### src/rtl/hilo_pkg.sv
// Shared types and helpers for the HI/LO register pair and its multiply-accumulate engine.
package hilo_pkg;

    typedef enum logic [1:0] {
        MADD  = 2'd0,
        MADDU = 2'd1,
        MSUB  = 2'd2,
        MSUBU = 2'd3
    } acc_op_t;

    typedef enum logic [1:0] {
        IDLE   = 2'd0,
        MUL    = 2'd1,
        COMMIT = 2'd2
    } state_t;

    localparam int MAX_DATA_W = 64;
    localparam logic [MAX_DATA_W-1:0] ZERO_WORD = '0;

    function automatic logic is_signed(acc_op_t op);
        return (op == MADD) || (op == MSUB);
    endfunction

    function automatic logic is_sub(acc_op_t op);
        return (op == MSUB) || (op == MSUBU);
    endfunction

endpackage

### src/rtl/hilo_mul_pipe.sv
// Sign-selectable DATA_W x DATA_W multiplier followed by ACC_STAGES register stages.
module hilo_mul_pipe #(
    parameter int DATA_W     = 32,
    parameter int ACC_STAGES = 2
) (
    input  logic                  clk,
    input  logic                  rst,
    input  logic                  sgn,
    input  logic [DATA_W-1:0]     a,
    input  logic [DATA_W-1:0]     b,
    output logic [2*DATA_W-1:0]   prod
);

    logic signed [2*DATA_W-1:0] a_ext;
    logic signed [2*DATA_W-1:0] b_ext;
    logic signed [2*DATA_W-1:0] full;
    logic [2*DATA_W-1:0]        stage_reg [ACC_STAGES];

    // Extending both operands to the full product width lets one signed multiply
    // serve both modes: the low 2*DATA_W bits are exact either way.
    assign a_ext = signed'({{DATA_W{sgn & a[DATA_W-1]}}, a});
    assign b_ext = signed'({{DATA_W{sgn & b[DATA_W-1]}}, b});
    assign full  = a_ext * b_ext;

    always_ff @(posedge clk or negedge rst) begin
        if (!rst) begin
            for (int i = 0; i < ACC_STAGES; i++) begin
                stage_reg[i] <= '0;
            end
        end else begin
            stage_reg[0] <= full;
            for (int i = 1; i < ACC_STAGES; i++) begin
                stage_reg[i] <= stage_reg[i-1];
            end
        end
    end

    assign prod = stage_reg[ACC_STAGES-1];

endmodule

### src/rtl/hilo_acc_unit.sv
// HI/LO register pair with direct per-half writes, read bypass and a multi-cycle
// MADD/MADDU/MSUB/MSUBU engine that commits both halves at once.
module hilo_acc_unit
    import hilo_pkg::*;
#(
    parameter int DATA_W     = 32,
    parameter int ACC_STAGES = 2,
    parameter int BYPASS     = 1
) (
    input  logic                clk,
    input  logic                rst,
    input  logic                we_hi,
    input  logic                we_lo,
    input  logic [DATA_W-1:0]   hi_i,
    input  logic [DATA_W-1:0]   lo_i,
    input  logic                acc_valid,
    input  logic [1:0]          acc_op,
    input  logic [DATA_W-1:0]   acc_a,
    input  logic [DATA_W-1:0]   acc_b,
    input  logic                flush,
    output logic                acc_ready,
    output logic                acc_busy,
    output logic                acc_done,
    output logic [DATA_W-1:0]   hi_o,
    output logic [DATA_W-1:0]   lo_o
);

    localparam int CNT_W = $clog2(ACC_STAGES + 1);
    localparam logic [CNT_W-1:0] CNT_INIT = CNT_W'(ACC_STAGES - 1);

    state_t               state_reg, state_next;
    logic [CNT_W-1:0]     cnt_reg, cnt_next;
    acc_op_t              op_reg;
    logic [DATA_W-1:0]    a_reg, b_reg;
    logic [DATA_W-1:0]    hi_reg, lo_reg;
    logic [DATA_W-1:0]    hi_fwd, lo_fwd;
    logic [2*DATA_W-1:0]  prod, base, acc;
    logic                 accept;

    always_comb begin
        state_next = state_reg;
        cnt_next   = cnt_reg;
        accept     = 1'b0;
        acc_done   = 1'b0;
        case (state_reg)
            IDLE: begin
                if (acc_valid && !flush) begin
                    accept     = 1'b1;
                    cnt_next   = CNT_INIT;
                    state_next = MUL;
                end
            end
            MUL: begin
                if (flush) begin
                    state_next = IDLE;
                end else if (cnt_reg == '0) begin
                    state_next = COMMIT;
                end else begin
                    cnt_next = cnt_reg - 1'b1;
                end
            end
            COMMIT: begin
                acc_done   = !flush;
                state_next = IDLE;
            end
            default: state_next = IDLE;
        endcase
    end

    always_ff @(posedge clk or negedge rst) begin
        if (!rst) begin
            state_reg <= IDLE;
            cnt_reg   <= '0;
            op_reg    <= MADD;
            a_reg     <= '0;
            b_reg     <= '0;
        end else begin
            state_reg <= state_next;
            cnt_reg   <= cnt_next;
            if (accept) begin
                op_reg <= acc_op_t'(acc_op);
                a_reg  <= acc_a;
                b_reg  <= acc_b;
            end
        end
    end

    // Operands stay frozen in a_reg/b_reg, so the pipe output is stable by COMMIT.
    hilo_mul_pipe #(
        .DATA_W     (DATA_W),
        .ACC_STAGES (ACC_STAGES)
    ) u_mul_pipe (
        .clk  (clk),
        .rst  (rst),
        .sgn  (is_signed(op_reg)),
        .a    (a_reg),
        .b    (b_reg),
        .prod (prod)
    );

    assign hi_fwd = we_hi ? hi_i : hi_reg;
    assign lo_fwd = we_lo ? lo_i : lo_reg;
    // The accumulate base always folds in a same-cycle direct write, independent of BYPASS.
    assign base   = {hi_fwd, lo_fwd};
    assign acc    = is_sub(op_reg) ? (base - prod) : (base + prod);

    always_ff @(posedge clk or negedge rst) begin
        if (!rst) begin
            hi_reg <= '0;
            lo_reg <= '0;
        end else if (acc_done) begin
            {hi_reg, lo_reg} <= acc;
        end else begin
            if (we_hi) hi_reg <= hi_i;
            if (we_lo) lo_reg <= lo_i;
        end
    end

    assign acc_busy  = (state_reg != IDLE);
    assign acc_ready = ~acc_busy;

    generate
        if (BYPASS != 0) begin : g_bypass
            assign hi_o = rst ? hi_fwd : ZERO_WORD[DATA_W-1:0];
            assign lo_o = rst ? lo_fwd : ZERO_WORD[DATA_W-1:0];
        end else begin : g_no_bypass
            assign hi_o = hi_reg;
            assign lo_o = lo_reg;
        end
    endgenerate

endmodule

### config.mk
export PLATFORM = sky130hd
export DESIGN_NAME = hilo_acc_unit
export DESIGN_NICKNAME = d
export VERILOG_FILES = /design/src/rtl/hilo_pkg.sv /design/src/rtl/hilo_mul_pipe.sv /design/src/rtl/hilo_acc_unit.sv
export SDC_FILE = /design/constraint.sdc
export NUM_CORES = 2
export LEC_CHECK = 0
export CAP_MARGIN = 25
export CELL_PAD_IN_SITES_DETAIL_PLACEMENT = 0
export CELL_PAD_IN_SITES_GLOBAL_PLACEMENT = 1
export CORE_MARGIN = 2
export CORE_UTILIZATION = 31
export CTS_BUF_LIST = sky130_fd_sc_hd__clkbuf_16
export DETAILED_ROUTE_END_ITERATION = 8
export PLACE_DENSITY_LB_ADDON = 0.1
export SLEW_MARGIN = 20
export SYNTH_ARGS = -nofsm -noshare
export SYNTH_HDL_FRONTEND = slang
export SYNTH_HIERARCHICAL = 1
export SYNTH_SLANG_ARGS = --single-unit
### constraint.sdc
create_clock -name clk -period 8.4 [get_ports clk]
set_clock_uncertainty 0.1 [all_clocks]
set_input_delay 1.26 -clock clk [delete_from_list [all_inputs] [get_ports clk]]
set_output_delay 1.26 -clock clk [all_outputs]
set_load 0.1 [all_outputs]
# == Word-level counts from Yosys, hierarchy flattened ==
# Cells that the tools add are included.
# classes
add_sub_neg,3
multipliers,1
eq_ne,8
mux,17
bitwise_logic,3
reduce_logical,11
# ops
cell,count
32-bit two-way mux,6
64-bit adder,1
33-bit by 33-bit multiplier with 64-bit output,1
64-bit two-way mux,1
64-bit subtractor,1
2-bit two-way mux,5
2-bit one-hot mux with 2 select lines,2
"2-bit == test, second input constant",3
2-bit zero test,3
"2-bit != test, second input constant",3
4-bit AND reduction,1
2-bit nonzero test,2
1-bit two-way mux,3
"3-bit != test, second input constant",1
1-bit bitwise AND,2
"2-bit by 1-bit == test with 1-bit output, second input constant",1
1-bit logical OR,2
2-bit AND reduction,1
"2-bit by 1-bit subtractor with 2-bit output, second input constant",1
1-bit logical AND,1
1-bit zero test,1
1-bit inverter,1
# word_totals
register_bits,262
word_cells,52

# == Depth between registers and ports, before layout ==
# depth
depth_word,4
depth_mapped,30

# == Modules after synthesis ==
# Netlist, hierarchy kept.
# modules_own_cells
module,instances,cells_per_inst,area_each_um2,seq_area_each_um2
hilo_mul_pipe,1,4354,41539.8,3203.1
hilo_acc_unit,1,1281,11124.4,3353.2

# == Worst setup path before layout ==
# No wires, ideal clock.
# synth_path
path_kind,register to register
startpoint,register op_reg[0]
endpoint,register u_mul_pipe/stage_reg[126] in the netlist's numbering
t_arrival_ns,8.025
required_time_ns,8.178
setup_slack_ns,0.153
path_stages_with_launch,27
path_buffers,2
cell_sequence,dfrtp_1 > inv_1 > clkbuf_1 > clkbuf_1 > and3_1 > fa_1 > fa_1 > fa_1 > inv_1 > fa_1 > inv_1 > fa_1 > fa_1 > inv_1 > fa_1 > fa_1 > inv_1 > ha_1 > a21o_1 > a21o_1 > a21o_1 > and2_1 > o31ai_1 > nand2_1 > o221a_2 > o31a_1 > xor2_1
# synth_via
elab_chain_cells,4
word_cells_on_any_way,6
classes_between,mul: 1; eq/ne: 1; bitwise: 2; reduce/logical: 2
# synth_rtl
element,line,rtl
start: declaration,hilo_acc_unit.sv:33,acc_op_t op_reg;
start signal: assignment,hilo_acc_unit.sv:81,op_reg <= acc_op_t'(acc_op);
2-bit == test / 2-bit zero test (equally long branches),hilo_pkg.sv:21,return (op == MADD) || (op == MSUB);
1-bit logical OR (*),hilo_pkg.sv:21,
"1-bit bitwise AND, on equally long branches","hilo_mul_pipe.sv:21, hilo_mul_pipe.sv:22",
33-bit by 33-bit multiplier with 64-bit output (*),hilo_mul_pipe.sv:23,assign full = a_ext * b_ext;
via u_mul_pipe.full[62],hilo_mul_pipe.sv:16,logic signed [2*DATA_W-1:0] full;
end signal: indexed assignment,hilo_mul_pipe.sv:33,stage_reg[i] <= stage_reg[i-1];
end: declaration,hilo_mul_pipe.sv:17,logic [2*DATA_W-1:0] stage_reg [ACC_STAGES];
# The timed path passes the listed nets; every way through them passes the cells marked *.
# A chain may end at the register's enable or synchronous reset.

# == Final worst setup path ==
# layout_path
startpoint,register a_reg[21]
endpoint,register u_mul_pipe/stage_reg[124] in the netlist's numbering
# layout_via
elab_chain_cells,1
# layout_rtl
element,line,rtl
start: declaration,hilo_acc_unit.sv:34,"logic [DATA_W-1:0] a_reg, b_reg;"
start signal: assignment,hilo_acc_unit.sv:75,a_reg <= '0;
start signal: assignment,hilo_acc_unit.sv:82,a_reg <= acc_a;
33-bit by 33-bit multiplier with 64-bit output,hilo_mul_pipe.sv:23,
via u_mul_pipe.full[60],hilo_mul_pipe.sv:16,
# The timed path passes the listed nets, and every way through them passes these cells.

==> impl_metrics.tcl <==
set metrics [dict create \
    place_congestion 0.872 \
    synth_ff_type "dfrtp_1" \
    fin_hold_ws_ps 218 \
    cts_hold_buf 0 \
    reg2reg_slack_ps 300 \
    yosys.area.top_type "fa_1" \
    grt_setup_unrepaired "no" \
    required_ps 8820 \
    grt_pass1_wl_um 263000 \
    drc 0 \
    synth_seq_cells 262 \
    antenna_found_initial 3 \
    seq_area_frac_synth_pct 12.4 \
    worstSetupStartpoint "a_reg[21]" \
    synth_fp_nets 7174 \
    nets 7254 \
    synth_top_area_share_pct 42.8 \
    drtIter0Drc 1840 \
    r2r_start "a_reg[21]" \
    synth-edff-count 0 \
    rows 151 \
    finalHoldViolations 0 \
    endpoint_kind "register" \
    track_usage_pct 20.0 \
    crit_end "u_mul_pipe/stage_reg[124]" \
    setup_viol 0 \
    insertion_delay_ps 650 \
    clockRootBuffer "clkbuf_16" \
    syn-cell-area_mm2 0.0527 \
    vias 37200 \
    grt_max_degree 143 \
    synth.distinct_cells 92 \
    post_drt_wl_per_cell_um 21.3 \
    final_core_util_pct 34.8 \
    via_per_inst 4.67 \
    clk_path_buf_depth 3 \
    cts_tree "done" \
    drt_first_pass_iters 5 \
    final_max_slew_viol_count 0 \
    cts.htree.levels 2 \
    postSynth.asyncResetShare_pct 100 \
    dieArea_mm2 0.173 \
    slew_headroom_pct 31.6 \
    crit_type "reg -> reg" \
    boundaryPins 203 \
    drive_gt1_share_pct 7.38 \
    worst_slew_pin_slew_ps 1020 \
    synthCells 5635 \
    grt_pass1_vias 40800 \
    maxCapViolCount 0 \
    arrival_ps 8520 \
    initial_core_util_pct 31.1 \
    fp.dieW_um 416 \
    antenna_left 0 \
    area_delta_synth_final_pct 11.7 \
    period_minus_slack_ps 8100 \
    synth.area.top_cells "fa_1 (43%), dfrtp_1 (12%), inv_1 (8.1%), ha_1 (6.6%), nand2_1 (5.6%)" \
    hold_class "reg -> reg" \
    status "finished clean" \
    cts.sinks 262 \
    timing.rr.end "u_mul_pipe/stage_reg[124]" \
    path_max_fanout 32 \
    core_mm2 0.169 \
    wirelength_um 170000 \
    die_y_um 416 \
    numCtsBuffers 36 \
    grt_remaining_overflow 0 \
    clk_pin_slew_ps 70 \
    fmax_mhz 123 \
    dpl.hpwl_um 143000 \
    io_buffer_count 202 \
    fin_tns_setup_ps 0 \
    start_kind "register" \
    period_share_pct 96.5 \
    syn_area_per_cell_um2 9.35 \
    rr_worst_depth 25 \
    yosys_warnings 6 \
]
## worst min-delay path by stage
stage	from	endpoint	slack, ps	depth (start not counted)
floorplan	u_mul_pipe/stage_reg[64]	u_mul_pipe/prod[0]	230	0
global placement	u_mul_pipe/stage_reg[123]	u_mul_pipe/prod[59]	230	0
detailed placement	u_mul_pipe/stage_reg[114]	u_mul_pipe/prod[50]	230	0
CTS	u_mul_pipe/stage_reg[87]	u_mul_pipe/prod[23]	220	0
global route	u_mul_pipe/stage_reg[87]	u_mul_pipe/prod[23]	230	0
finish	u_mul_pipe/stage_reg[87]	u_mul_pipe/prod[23]	220	0
## layout make-up
type	instances	area (um2)
multi-input cells	3881	40300
inverters	1141	4290
repair buffers	393	3770
flip-flops and latches	262	6580
well taps	2218	2780
diodes	1	2.50
fillers	17400	110000
clock inverters	30	233
clock buffers	36	901
## cell families after synthesis
kind of cell / share of synthesized area, %
and+or+nand+nor: 14.7
buffers and inverters: 11.1
adders and majority gates: 49.4
AOI/OAI and AO/OA: 6.39
DFF: 12.4
xor gates and xnor gates: 3.26
muxes: 2.72
## critical path: stages, from the launching register on
cell and delay, ps:
dfrtp_1 530, buf_12 290, nand2_1 120, fa_1 510, fa_1 500, inv_1 50
fa_1 530, inv_1 80, fa_1 530, inv_1 50, fa_1 490, fa_1 500
fa_1 550, inv_1 60, fa_1 500, inv_1 50, ha_1 310, a21oi_1 220
o21ai_0 190, a221oi_2 400, o2111ai_1 210, a21oi_2 250, a211oi_2 140, o221a_2 310
o21a_1 220, o311ai_2 250
## metal layers
layer,share of wire [%],GRT usage (%),wire (um)
met1,50,29.8,84000
met2,44,31.1,75300
met3,4.5,2.72,7560
met4,1.5,3.57,2590
met5,0.0077,0,13
## synthesized netlist by cell type, drive strengths merged, types with 41 or more instances
| cell | instances |
|---|---|
| a21o | 61 |
| a21oi | 225 |
| and2 | 409 |
| and3 | 43 |
| buf | 84 |
| clkbuf | 267 |
| dfrtp | 262 |
| fa | 1126 |
| ha | 277 |
| inv | 1140 |
| mux2 | 103 |
| nand2 | 787 |
| nor2 | 196 |
| nor2b | 41 |
| o21ai | 74 |
| xnor2 | 143 |
| xor2 | 53 |
## per-stage QoR
stage,setup WS [ps],std cells,cell area [um2]
floorplan,153,5635,52700
global placement,66.8,7892,57600
detailed placement,97.6,7892,57600
CTS,60.9,7958,58700
global route,2.46,7961,58800
finish,297,7962,58800
## cells in the final DEF, fill, tap and decap left out, types with 25 or more instances in the layout
cell type	n
nor2_1	194
clkbuf_16	36
mux2i_1	27
nand2_1	785
o21ai_0	61
nand3_1	30
buf_12	25
nor2b_1	41
and3_1	42
and2_1	409
xnor2_1	143
mux2_2	103
buf_4	165
nand4_1	25
fa_1	1125
ha_1	277
nor3_1	36
clkdlybuf4s50_1	200
a21oi_1	221
xor2_1	53
a31oi_1	39
dfrtp_1	246
inv_1	1142
a21o_1	60
## repair_timing
item                       in CTS  in global routing
gates resized for setup         0                 22
buffers inserted                0                  3
setup endpoints to repair       0                  6
Power is not shown: default switching activity piles up to over one toggle a cycle in this logic, so the estimate is an artifact.
